--- src/rtl/lcd_pkg.sv ---
// Shared geometry and state encoding for the LCD framebuffer capture path.
package lcd_pkg;

  localparam int unsigned H_ACTIVE       = 160;
  localparam int unsigned V_ACTIVE       = 144;
  localparam int unsigned WORDS_PER_LINE = 40;
  localparam int unsigned BANK_WORDS     = 5760;
  localparam int unsigned FB_ADDR_W      = 14;
  localparam int unsigned OFFS_W         = 13;

  localparam logic [0:0] ST_IDLE    = 1'b0;
  localparam logic [0:0] ST_CAPTURE = 1'b1;

endpackage

--- src/rtl/lcd_edge_det.sv ---
// Registered rising-edge detector; rise is valid one cycle after the input edge.
module lcd_edge_det (
  input  logic clk,
  input  logic rst,
  input  logic d,
  output logic rise
);

  logic cur_q;
  logic prev_q;

  always_ff @(posedge clk) begin
    if (rst) begin
      cur_q  <= 1'b0;
      prev_q <= 1'b0;
    end else begin
      cur_q  <= d;
      prev_q <= cur_q;
    end
  end

  assign rise = cur_q & ~prev_q;

endmodule

--- src/rtl/lcd_fb_capture.sv ---
// Packs the core LCD pixel stream four-per-byte into a double-buffered
// 160x144 framebuffer write port and tracks the last completed bank.
module lcd_fb_capture
  import lcd_pkg::*;
(
  input  logic                 clk,
  input  logic                 rst,
  input  logic                 hs,
  input  logic                 vs,
  input  logic                 cpl,
  input  logic [1:0]           pixel,
  input  logic                 valid,
  output logic                 fb_we,
  output logic [FB_ADDR_W-1:0] fb_addr,
  output logic [7:0]           fb_wdata,
  output logic                 disp_bank,
  output logic                 frame_valid,
  output logic                 frame_done,
  output logic                 err_overrun,
  output logic                 err_short
);

  localparam logic [7:0]        H_MAX     = 8'(H_ACTIVE);
  localparam logic [7:0]        V_MAX     = 8'(V_ACTIVE);
  localparam logic [OFFS_W-1:0] LINE_STEP = OFFS_W'(WORDS_PER_LINE);

  logic hs_rise, vs_rise, cpl_rise;

  lcd_edge_det u_hs_det  (.clk(clk), .rst(rst), .d(hs),  .rise(hs_rise));
  lcd_edge_det u_vs_det  (.clk(clk), .rst(rst), .d(vs),  .rise(vs_rise));
  lcd_edge_det u_cpl_det (.clk(clk), .rst(rst), .d(cpl), .rise(cpl_rise));

  // pixel/valid are delayed one cycle so they line up with the detected cpl edge
  logic [1:0]        pixel_q;
  logic              valid_q;
  logic [0:0]        state_q;
  logic              wbank_q;
  logic [7:0]        x_q, y_q;
  logic [OFFS_W-1:0] line_base_q;
  logic [7:0]        pack_q;

  logic              px_ok, px_drop, word_full, flush;
  logic [7:0]        x_n;
  logic [1:0]        x_lsb_n;
  logic [7:0]        pack_n;
  logic [OFFS_W-1:0] wr_off;

  always_comb begin
    px_ok     = cpl_rise & valid_q & (x_q < H_MAX) & (y_q < V_MAX);
    px_drop   = cpl_rise & valid_q & ~((x_q < H_MAX) & (y_q < V_MAX));
    x_n       = x_q + {7'd0, px_ok};
    x_lsb_n   = x_q[1:0] + {1'b0, px_ok};
    word_full = px_ok & (x_q[1:0] == 2'd3);
    flush     = hs_rise & (x_lsb_n != 2'd0);
    pack_n    = pack_q;
    if (px_ok) pack_n[{x_q[1:0], 1'b0} +: 2] = pixel_q;
    // a completed or flushed word always belongs to the pre-increment x/4 slot
    wr_off    = line_base_q + {7'd0, x_q[7:2]};
  end

  always_ff @(posedge clk) begin
    if (rst) begin
      pixel_q     <= '0;
      valid_q     <= 1'b0;
      state_q     <= ST_IDLE;
      wbank_q     <= 1'b0;
      x_q         <= '0;
      y_q         <= '0;
      line_base_q <= '0;
      pack_q      <= '0;
      fb_we       <= 1'b0;
      fb_addr     <= '0;
      fb_wdata    <= '0;
      disp_bank   <= 1'b0;
      frame_valid <= 1'b0;
      frame_done  <= 1'b0;
      err_overrun <= 1'b0;
      err_short   <= 1'b0;
    end else begin
      pixel_q    <= pixel;
      valid_q    <= valid;
      fb_we      <= 1'b0;
      frame_done <= 1'b0;
      case (state_q)
        ST_IDLE: begin
          if (vs_rise) begin
            state_q     <= ST_CAPTURE;
            x_q         <= '0;
            y_q         <= '0;
            line_base_q <= '0;
            pack_q      <= '0;
          end
        end
        default: begin
          if (vs_rise) begin
            if (y_q == V_MAX) begin
              frame_done  <= 1'b1;
              disp_bank   <= wbank_q;
              wbank_q     <= ~wbank_q;
              frame_valid <= 1'b1;
            end else begin
              err_short <= 1'b1;
            end
            x_q         <= '0;
            y_q         <= '0;
            line_base_q <= '0;
            pack_q      <= '0;
          end else begin
            if (px_drop) err_overrun <= 1'b1;
            if (word_full | flush) begin
              fb_we    <= 1'b1;
              fb_addr  <= {wbank_q, wr_off};
              fb_wdata <= pack_n;
            end
            if (hs_rise) begin
              x_q    <= '0;
              pack_q <= '0;
              if (y_q < V_MAX) begin
                y_q         <= y_q + 8'd1;
                line_base_q <= line_base_q + LINE_STEP;
              end else begin
                err_overrun <= 1'b1;
              end
            end else begin
              x_q    <= x_n;
              pack_q <= word_full ? '0 : pack_n;
            end
          end
        end
      endcase
    end
  end

endmodule
--- config.mk ---
export PLATFORM = sky130hd
export DESIGN_NAME = lcd_fb_capture
export DESIGN_NICKNAME = d
export VERILOG_FILES = /design/src/rtl/lcd_pkg.sv /design/src/rtl/lcd_edge_det.sv /design/src/rtl/lcd_fb_capture.sv
export SDC_FILE = /design/constraint.sdc
export NUM_CORES = 1
export LEC_CHECK = 0
export BUFFER_PORTS_ARGS = -buffer_cell sky130_fd_sc_hd__clkbuf_2
export CORE_MARGIN = 10
export CORE_UTILIZATION = 63
export CTS_BUF_LIST = sky130_fd_sc_hd__clkbuf_8
export DETAILED_ROUTE_END_ITERATION = 16
export PLACE_DENSITY = 0.8
export SYNTH_ARGS = -nofsm -noshare
export SYNTH_HDL_FRONTEND = slang
export SYNTH_HIERARCHICAL = 1
export SYNTH_SLANG_ARGS = --single-unit
--- constraint.sdc ---
create_clock -name clk -period 5.12 [get_ports clk]
set_input_delay 0.768 -clock clk [delete_from_list [all_inputs] [get_ports clk]]
set_output_delay 0.768 -clock clk [all_outputs]
set_load 0.005 [all_outputs]
==> results.cfg <==
[timing]
fin_hold_ws_ps = 454
clock.fmax_mhz = 295
rsz0062_at_grt = false
hold_viol = 0
setup_ws_ps = 1730
fin_crit_ps = 3390
tightestPinTransition_ps = 823
setup_violations = 0
fin_crit_sh_pct = 66.2
finalClockSkew_ps = 5.29
slew_headroom_pct = 45.1
drv_slew = 0
fin_tns_setup_ps = 0

[routing]
antenna_left = 0
drcViolationCount = 0
firstDrtPassIters = 5
routed_via_density = 6.02
vias = 2996
wl_um = 7730
drt_iter0_drc = 185
wl_per_cell_um = 15.5

[layout]
multi_input_area_um2 = 1870
fin_nets = 446
diodes = 0
fill_cells = 414
final_cell_count_no_fill = 498
seqCellArea_um2 = 1460
area_delta_synth_final_pct = 10.3
drive_gt1_share_pct = 15.9

[yosys]
syn_area_um2 = 3480
ys_types = 52
synth-async-reset-ratio_pct = 0
synth_top_family_by_area = simple AND/OR/NAND/NOR gates
avgSynthCellArea_um2 = 8.80
synth-xor-area-share_pct = 4.53
yosys.area_share.adder_pct = 5.04
ys_warn_count = 6
postSynthCellCount = 395
synth_compound_area_share_pct = 19.2
muxShareOfSynthArea_pct = 2.02
ys_seq_elements = 73
syn-num-nets = 417
yosys.area_share.simple_pct = 22.8
yosysSeqAreaShare_pct = 42.0
synth_edf_count = 0
synth_flop_cell = dfxtp_1

[floorplanning]
pin_count = 36
dieArea_um2 = 8890
std_cell_rows = 26
start_util_pct = 66.4
die-height_um = 94.3
coreArea_um2 = 5240
fp.dieW_um = 94.3

[worst_setup_path]
rrSetupSlack_ps = 1730
reg2reg_depth = 9
required_ps = 5370
r2r_end = fb_wdata[3]$_SDFFE_PP0P_
setup.worst_path.start_class = register
cp_max_fo = 18
r2r-start = y_q[4]$_SDFFE_PP0P_
critPathCaptureType = register
worstSetupPathType = reg -> reg
worst_ep_arrival_time_ps = 3640

[cts]
hold_buffers = 0
cts_resized = 0
clk_pin_slew_ps = 70
post_cts_buffers = 0
clock-sinks = 73
clk_latency_ps = 340
numCtsBuffers = 9
clockBufferDepth = 2
cts_tree = yes
h-tree-depth = 3
cts_root_buf = clkbuf_8

[global_route]
grt_max_degree = 44
antenna_found_initial = 0
grt-ovfl-total = 0
grt_pass1_wl_um = 13400
grt_pass1_vias = 2744
grt_use_total_pct = 18.1

[worst_hold_path]
whs_endpoint = frame_valid$_SDFFE_PP0P_
whs_path_depth = 2
hold_start = frame_valid$_SDFFE_PP0P_
hp-class = reg -> reg

[placed_design]
dp_hpwl_um = 5480
portBuffers = 35
post-place-ws_ps = 1820
place_inst = 483
place.gp.congestion = 0.850

[run_status]
status = finished, final reports clean

[pwr]
ir_drop_uv = 168
p_per_area_nw_per_um2 = 280
p_leak_uw = 0.00135

[run]
drv_cap = 0
[layout by cell type (no fill, tap or decap), types with 2 or more instances in the layout]
| cell type | n |
|---|---|
| nor3_2 | 3 |
| a22oi_1 | 4 |
| o31ai_1 | 5 |
| clkbuf_2 | 35 |
| or3_1 | 4 |
| nor4_1 | 2 |
| nand4b_1 | 2 |
| a31oi_1 | 10 |
| o21ai_0 | 33 |
| nor2_1 | 36 |
| a211oi_1 | 11 |
| a21oi_1 | 37 |
| or4_1 | 6 |
| nand2b_1 | 5 |
| inv_1 | 12 |
| xor2_1 | 3 |
| ha_1 | 14 |
| nand3_1 | 16 |
| o21a_1 | 2 |
| clkbuf_8 | 11 |
| mux2i_1 | 7 |
| nor3_1 | 11 |
| nor2b_2 | 3 |
| nor2b_1 | 10 |
| nor3b_1 | 4 |
| or3_2 | 2 |
| nand4_1 | 3 |
| clkinv_2 | 2 |
| and3_1 | 6 |
| nor4_2 | 2 |
| xnor2_1 | 15 |
| dfxtp_1 | 73 |
| nand2_1 | 19 |
[synthesized netlist by cell type (2+ instances only)]
library cell | number | area [um2]
a211oi_1 | 11 | 82.6
a21oi_1 | 37 | 185
a22oi_1 | 4 | 30.0
a31oi_1 | 10 | 62.6
and3_1 | 6 | 37.5
buf_1 | 3 | 11.3
buf_2 | 2 | 10.0
buf_6 | 5 | 56.3
clkbuf_1 | 8 | 30.0
dfxtp_1 | 73 | 1460
ha_1 | 14 | 175
inv_1 | 11 | 41.3
mux2i_1 | 7 | 70.1
nand2_1 | 19 | 71.3
nand2b_1 | 5 | 31.3
nand3_1 | 16 | 80.1
nand4_1 | 3 | 18.8
nand4b_1 | 2 | 17.5
nor2_1 | 36 | 135
nor2b_1 | 10 | 62.6
nor2b_2 | 3 | 26.3
nor3_1 | 11 | 55.1
nor3_2 | 3 | 30.0
nor3b_1 | 4 | 30.0
nor4_1 | 2 | 12.5
nor4_2 | 2 | 25.0
o21a_1 | 2 | 15.0
o21ai_0 | 33 | 165
o31ai_1 | 5 | 37.5
or3_1 | 4 | 25.0
or3_2 | 2 | 15.0
or4_1 | 6 | 45.0
xnor2_1 | 15 | 131
xor2_1 | 3 | 26.3
[where the power goes]
part	switching, uW	total (uW)	internal (uW)
combinational	32.4	45.7	13.3
sequential	5.65	578	573
clock	203	449	246
[area by class of cell]
class,count,area share (%)
clock buffer,11,3.95
clock inverter,4,1.14
inverter,11,1.08
multi-input combinational,293,48.7
sequential,73,38.1
tap,70,2.28
timing repair buffer,36,4.76
[metal layers]
metal,GRT usage [%],vias up,wire (um)
li1,-,1486,-
met1,24.2,1386,3610
met2,27.2,112,3380
met3,4.48,12,628
met4,6.71,0,112
met5,0,-,0
[cells by family after synthesis]
kind of cell | count (synthesis)
simple gates | 143
compound gates | 110
fa+ha+maj | 14
other cells | 1
mux | 7
xor+xnor | 18
buf+inv | 29
flops | 73
[how the worst max path moves through the flow]
| stage | start | endpoint | slack [ps] | cells after the start |
|---|---|---|---|---|
| floorplan | y_q[4]$_SDFFE_PP0P_ | fb_addr[11]$_SDFFE_PP0P_ | 2540 | 11 |
| global placement | y_q[4]$_SDFFE_PP0P_ | fb_wdata[0]$_SDFFE_PP0P_ | 1990 | 9 |
| detailed placement | y_q[4]$_SDFFE_PP0P_ | fb_wdata[3]$_SDFFE_PP0P_ | 1820 | 9 |
| CTS | y_q[5]$_SDFFE_PP0P_ | fb_wdata[3]$_SDFFE_PP0P_ | 1760 | 9 |
| global route | y_q[5]$_SDFFE_PP0P_ | fb_wdata[3]$_SDFFE_PP0P_ | 1540 | 9 |
| finish | y_q[4]$_SDFFE_PP0P_ | fb_wdata[3]$_SDFFE_PP0P_ | 1730 | 9 |
[stage by stage]
stage / util, % / area (um2) / total power [uW]
after floorplan: - / 3480 / 624
after global placement: 69.5 / 3640 / 636
after detailed placement: 69.5 / 3640 / 637
after CTS: 73.2 / 3830 / 1080
after global routing: 73.2 / 3830 / 1110
final: 73.2 / 3830 / 1070
[flip-flops by register name, indices dropped and copies added, names as in the netlist, 2 cells and up]
signal       count
fb_addr         14
line_base_q     10
fb_wdata         8
pack_q           8
x_q              8
y_q              8
pixel_q          2
[worst max-delay path, stage by stage (launching register included)]
cell and delay (ps):
dfxtp_1 440, o31a_1 720, nor2_1 210, and3_1 250
ha_1 220, ha_1 320, o21ai_0 390, o31a_2 360
nor2_4 110, a211oi_1 270
Note: power is estimated with default switching activity, not from simulation.
